==> config.mk <==
export PLATFORM = sky130hd
export DESIGN_NAME = rv_iopmp_err_capture
export DESIGN_NICKNAME = d
export VERILOG_FILES = /design/src/rtl/rv_iopmp_pkg.sv /design/src/rtl/rv_iopmp_err_capture.sv
export SDC_FILE = /design/constraint.sdc
export NUM_CORES = 1
export LEC_CHECK = 0
export CORE_MARGIN = 2
export CORE_UTILIZATION = 35
export CTS_CLUSTER_DIAMETER = 40
export CTS_CLUSTER_SIZE = 40
export DETAILED_ROUTE_END_ITERATION = 8
export PLACE_DENSITY_LB_ADDON = 0.25
export SLEW_MARGIN = 20
export SYNTH_ARGS = -nofsm -noshare
export SYNTH_HDL_FRONTEND = slang
export SYNTH_SLANG_ARGS = --single-unit
==> constraint.sdc <==
create_clock -name clk_i -period 1.8 [get_ports clk_i]
set_clock_uncertainty 0.2 [all_clocks]
set_input_delay 0.18 -clock clk_i [delete_from_list [all_inputs] [get_ports clk_i]]
set_output_delay 0.18 -clock clk_i [all_outputs]
set_load 0.01 [all_outputs]
==> src/rtl/rv_iopmp_pkg.sv <==
// Shared IOPMP types: access encoding, error/transaction-type enums and the error record layout.
package rv_iopmp_pkg;

    localparam int REC_SID_WIDTH  = 8;
    localparam int REC_ADDR_WIDTH = 64;
    localparam int REC_EID_WIDTH  = 16;

    typedef enum logic [2:0] {
        ACCESS_NONE      = 3'b000,
        ACCESS_READ      = 3'b001,
        ACCESS_WRITE     = 3'b010,
        ACCESS_EXECUTION = 3'b100
    } access_t;

    typedef enum logic [2:0] {
        ERR_READ        = 3'd1,
        ERR_WRITE       = 3'd2,
        ERR_EXEC        = 3'd3,
        ERR_NO_HIT      = 3'd5,
        ERR_UNKNOWN_SID = 3'd6,
        ERR_OTHER       = 3'd7
    } err_type_e;

    typedef enum logic [1:0] {
        TTYPE_NONE  = 2'd0,
        TTYPE_READ  = 2'd1,
        TTYPE_WRITE = 2'd2,
        TTYPE_EXEC  = 2'd3
    } ttype_e;

    typedef struct packed {
        ttype_e                     ttype;
        err_type_e                  etype;
        logic [REC_EID_WIDTH-1:0]   eid;
        logic [REC_SID_WIDTH-1:0]   sid;
        logic [REC_ADDR_WIDTH-1:0]  addr;
    } err_record_t;

    function automatic ttype_e access_to_ttype(input access_t acc);
        case (acc)
            ACCESS_READ:      return TTYPE_READ;
            ACCESS_WRITE:     return TTYPE_WRITE;
            ACCESS_EXECUTION: return TTYPE_EXEC;
            default:          return TTYPE_NONE;
        endcase
    endfunction

endpackage

==> src/rtl/rv_iopmp_err_capture.sv <==
// IOPMP error-record stage: holds the first violation until cleared, raises irq, requests bus errors.
// Optional saturating overflow counter enabled by RV_IOPMP_ERR_OVF_CNT_EN.
module rv_iopmp_err_capture
    import rv_iopmp_pkg::*;
#(
    parameter int SID_WIDTH       = 8,
    parameter int ADDR_WIDTH      = 64,
    parameter int ENTRY_IDX_WIDTH = 16
) (
    input  logic                       clk_i,
    input  logic                       rst_i,
    input  logic                       txn_valid_i,
    input  logic                       err_transaction_i,
    input  logic [2:0]                 err_type_i,
    input  logic [ENTRY_IDX_WIDTH-1:0] err_entry_index_i,
    input  logic [SID_WIDTH-1:0]       sid_i,
    input  logic [ADDR_WIDTH-1:0]      addr_i,
    input  logic [2:0]                 access_type_i,
    input  logic                       cfg_ie_i,
    input  logic                       cfg_rs_i,
    input  logic                       clr_i,
    output logic                       rec_valid_o,
    output logic [1:0]                 rec_ttype_o,
    output logic [2:0]                 rec_etype_o,
    output logic [ENTRY_IDX_WIDTH-1:0] rec_eid_o,
    output logic [SID_WIDTH-1:0]       rec_sid_o,
    output logic [ADDR_WIDTH-1:0]      rec_addr_o,
    output logic                       irq_o,
`ifdef RV_IOPMP_ERR_OVF_CNT_EN
    output logic [7:0]                 ovf_cnt_o,
`endif
    output logic                       bus_err_o
);

    typedef enum logic {IDLE = 1'b0, HELD = 1'b1} state_e;

    state_e      state_q, state_d;
    err_record_t rec_q, rec_d, new_rec;
    logic        bus_err_q;
    logic        ev;

    assign ev = txn_valid_i & err_transaction_i;

    always_comb begin
        new_rec       = '0;
        new_rec.ttype = access_to_ttype(access_t'(access_type_i));
        new_rec.etype = err_type_e'(err_type_i);
        new_rec.eid   = REC_EID_WIDTH'(err_entry_index_i);
        new_rec.sid   = REC_SID_WIDTH'(sid_i);
        new_rec.addr  = REC_ADDR_WIDTH'(addr_i);
    end

    // A clear coinciding with a new violation re-arms with the new error rather than dropping it.
    always_comb begin
        state_d = state_q;
        rec_d   = rec_q;
        case (state_q)
            IDLE: begin
                if (ev) begin
                    rec_d   = new_rec;
                    state_d = HELD;
                end
            end
            HELD: begin
                if (clr_i && ev) begin
                    rec_d = new_rec;
                end else if (clr_i) begin
                    rec_d   = '0;
                    state_d = IDLE;
                end
            end
            default: state_d = IDLE;
        endcase
    end

    always_ff @(posedge clk_i) begin
        if (rst_i) begin
            state_q   <= IDLE;
            rec_q     <= '0;
            bus_err_q <= 1'b0;
        end else begin
            state_q   <= state_d;
            rec_q     <= rec_d;
            bus_err_q <= ev & ~cfg_rs_i;
        end
    end

    assign rec_valid_o = (state_q == HELD);
    assign rec_ttype_o = rec_q.ttype;
    assign rec_etype_o = rec_q.etype;
    assign rec_eid_o   = ENTRY_IDX_WIDTH'(rec_q.eid);
    assign rec_sid_o   = SID_WIDTH'(rec_q.sid);
    assign rec_addr_o  = ADDR_WIDTH'(rec_q.addr);
    assign irq_o       = rec_valid_o & cfg_ie_i;
    assign bus_err_o   = bus_err_q;

`ifdef RV_IOPMP_ERR_OVF_CNT_EN
    logic [7:0] ovf_cnt_q, ovf_cnt_d;

    // Only violations that could not be recorded count; a clear+ev pair records the ev instead.
    always_comb begin
        ovf_cnt_d = ovf_cnt_q;
        if (clr_i) begin
            ovf_cnt_d = '0;
        end else if ((state_q == HELD) && ev && (ovf_cnt_q != 8'hFF)) begin
            ovf_cnt_d = ovf_cnt_q + 8'd1;
        end
    end

    always_ff @(posedge clk_i) begin
        if (rst_i) begin
            ovf_cnt_q <= '0;
        end else begin
            ovf_cnt_q <= ovf_cnt_d;
        end
    end

    assign ovf_cnt_o = ovf_cnt_q;
`endif

endmodule

==> results_dict.tcl <==
set metrics [dict create \
    result_of_the_run "completed" \
    timing.final.crit_period_ns 1.64 \
    crit_path_max_incr_delay_ns 0.55 \
    hold_path_end "bus_err_o" \
    routed_wl_um 8170 \
    power.ir.vdd_worst_mv 0.376 \
    length_of_the_first_detailed_routing_pass_in_iterations 4 \
    async_reset_ff_frac 0 \
    slowest_stage "sky130_fd_sc_hd__clkdlybuf4s50_1" \
    dr_wl_met3_um 813 \
    setup.worst_path.class "reg -> out" \
    worst_skew_pair.late_latency_ns 0.33 \
    cts_max_path_buffers 2 \
    static_leakage_power_nw 2.02 \
    ys.flop_type "sky130_fd_sc_hd__dfxtp_1" \
    detailed_place.area_um2 5000 \
    critical_path_required_ns 1.42 \
    cp_num_buf_inv 1 \
    layout.nets 515 \
    p_sw_frac 0.225 \
    ios 197 \
    yosys_register_bits 95 \
    clock_tree.root_cell "sky130_fd_sc_hd__clkbuf_8" \
    r2r_setup_slack_ns 0.33 \
    postSynthCellCount 222 \
    cts_buffers 9 \
    cts.htree.levels 3 \
    initial_core_util 0.361 \
    r2r_start "rec_valid_o" \
    r2r_end "rec_addr_o[4]" \
    rsz0062_at_grt "no" \
    wl_met1_um 3450 \
    min-delay-path-class "in -> reg" \
    design_power_total_mw 4.43 \
    postCtsHoldBufs 0 \
    io_buffer_count 196 \
    drt_first_iter_violations 55 \
    floorplan.core_area_um2 8220 \
    post_synth_edffs 0 \
    cellInternalPower_mw 3.44 \
    cts_tree "built" \
    timing_hold_violations_final 0 \
    timing.max_cap.violations 0 \
    yosysTopAreaCellShare 0.642 \
    final-instance-count-excl-fill 523 \
    relative_contribution_of_sequential_cells_to_total_power 0.509 \
    synth-warning-count 0 \
    timing.reg2reg.worst_path_depth 4 \
    vias_per_cell 4.82 \
    global_route_wire_length_before_repair_um 12300 \
    hold-worst-slack_ns 0.174 \
    min-delay-start "cfg_rs_i" \
    crit_chain "clkdlybuf4s50_1" \
    final_area_um2 5220 \
    synth.top_cells.by_area "sky130_fd_sc_hd__dfxtp_1 (64%), sky130_fd_sc_hd__a22o_1 (27%), sky130_fd_sc_hd__buf_6 (3.0%)" \
    drc 0 \
    yosysUniqueCellTypes 13 \
    drt.antenna.violating_nets 0 \
    register_area_share_after_synthesis 0.642 \
    clk_pin_slew_ns 0.08 \
    placed_cells_incl_taps 508 \
    wl_met2_um 3790 \
    finalMaxSlewViolations 0 \
    post-cts-setup-buffers 0 \
    fillCellCount 668 \
    powerDensity_nw_per_um2 849 \
    most_frequent_cell_after_synthesis "sky130_fd_sc_hd__dfxtp_1" \
    worst_slew_pin_slew_ns 0.281 \
    total_switching_power_mw 0.996 \
    num_rows 33 \
    critPathArrivalTime_ns 1.26 \
    netlist.top_cell.by_area "sky130_fd_sc_hd__dfxtp_1" \
    wire_per_inst_um 15.6 \
    number_of_global_route_vias_before_repair 2461 \
    route.top_layer_used "met4" \
    netlist_top_cells_count "sky130_fd_sc_hd__dfxtp_1 (95), sky130_fd_sc_hd__a22o_1 (93), sky130_fd_sc_hd__buf_4 (8), sky130_fd_sc_hd__buf_6 (8), sky130_fd_sc_hd__nor2_1 (5)" \
    syn-cell-area_um2 2960 \
    timing.setup.tns_ns 0 \
    antenna_violations_before_repair 0 \
    comb_power_share 0.155 \
    endpoint_kind "primary output" \
    count_of_instances_resized_after_the_clock_tree_is_built 1 \
    dp_hpwl_um 5860 \
    grtUsageTotal 0.172 \
    timing.max_slew.rel_slack 0.813 \
    areaGrowthSynthToFinish_pct 76.1 \
    max_freq_ghz 0.610 \
    critPathLaunchType "register" \
    pin_count_of_the_biggest_net_entering_global_routing 60 \
    die-area_um2 9220 \
    die_width_um 96.0 \
    crit_family "buffers and inverters" \
    hold-path-cell-count 2 \
    synthesis.nets 323 \
    overflow 0 \
    clock_power_share 0.336 \
    diodes 0 \
    layout-drive-gt1-share 0.0526 \
    die_y_extent_um 96.0 \
    min_period_over_period 0.911 \
    dr_total_vias 2520 \
    setup_viol 0 \
    cts_sinks 95 \
    critical_path.max_fanout 2 \
    globalplace.congestion 0.682 \
    syn_area_per_cell_um2 13.4 \
]
[cells by family after synthesis]
kind of cell / after synthesis / share of synthesized area
buffers and inverters: 20 / 0.0574
AOI/OAI and AO/OA: 96 / 0.281
and+or+nand+nor: 9 / 0.0144
DFF: 95 / 0.642
xor gates and xnor gates: 2 / 0.00591
[area by class of cell]
cell class                      count  area (um^2)  area share
Timing Repair Buffer              201         2060       0.395
Sequential cell                    95         1910       0.365
Multi-Input combinational cell    107          907       0.174
Tap cell                          105          131      0.0252
Clock buffer                       10          128      0.0244
Clock inverter                      5         83.8      0.0161
[state kept, by name, indices dropped and copies added, names as in the netlist]
signal and count:
rec_eid_o 16, rec_etype_o 3, rec_sid_o 8, rec_ttype_o 2
rec_valid_o 1, bus_err_o 1, rec_addr_o 64
[placed cells by master (no fill, tap or decap), types with 2 or more instances in the layout]
master                            instances
sky130_fd_sc_hd__clkdlybuf4s50_1        195
sky130_fd_sc_hd__a22o_1                  93
sky130_fd_sc_hd__clkinvlp_4               2
sky130_fd_sc_hd__bufinv_16                2
sky130_fd_sc_hd__dfxtp_1                 94
sky130_fd_sc_hd__nor2_1                   4
sky130_fd_sc_hd__a21oi_1                  2
sky130_fd_sc_hd__clkbuf_8                 9
sky130_fd_sc_hd__buf_12                   5
sky130_fd_sc_hd__xnor2_1                  2
[power by group through the flow]
| stage | Combinational, mW | Sequential [mW] | Clock [mW] |
|---|---|---|---|
| floorplan | 0.186 | 2.35 | 0 |
| global placement | 0.684 | 2.30 | 0 |
| detailed placement | 0.691 | 2.31 | 0 |
| CTS | 0.694 | 2.26 | 1.53 |
| global route | 0.732 | 2.27 | 1.61 |
| finish | 0.687 | 2.26 | 1.49 |
[per-layer routing]
metal | up-vias | GRT usage
met3 | 10 | 0.0634
li1 | 1225 | -
met2 | 119 | 0.264
met4 | 0 | 0.0702
met5 | - | 0
met1 | 1166 | 0.219
[through the flow]
step	setup WS [ns]	util
after floorplan	0.372	-
after global placement	0.0513	0.609
after detailed placement	0.0267	0.609
after CTS	0.0238	0.635
after global routing	0.113	0.635
final	0.160	0.635
[worst max path at each step]
stage | startpoint | endpoint | cells past startpoint
3_3_place_gp | rst_i | rec_addr_o[44] | 5
5_1_grt | rec_eid_o[9] | rec_eid_o[9] | 1
2_1_floorplan | rec_valid_o | rec_ttype_o[0] | 5
6_report | rec_etype_o[2] | rec_etype_o[2] | 1
3_5_place_dp | rst_i | rec_addr_o[4] | 5
4_1_cts | rec_valid_o | irq_o | 2
(Power assumes the default switching activity.)
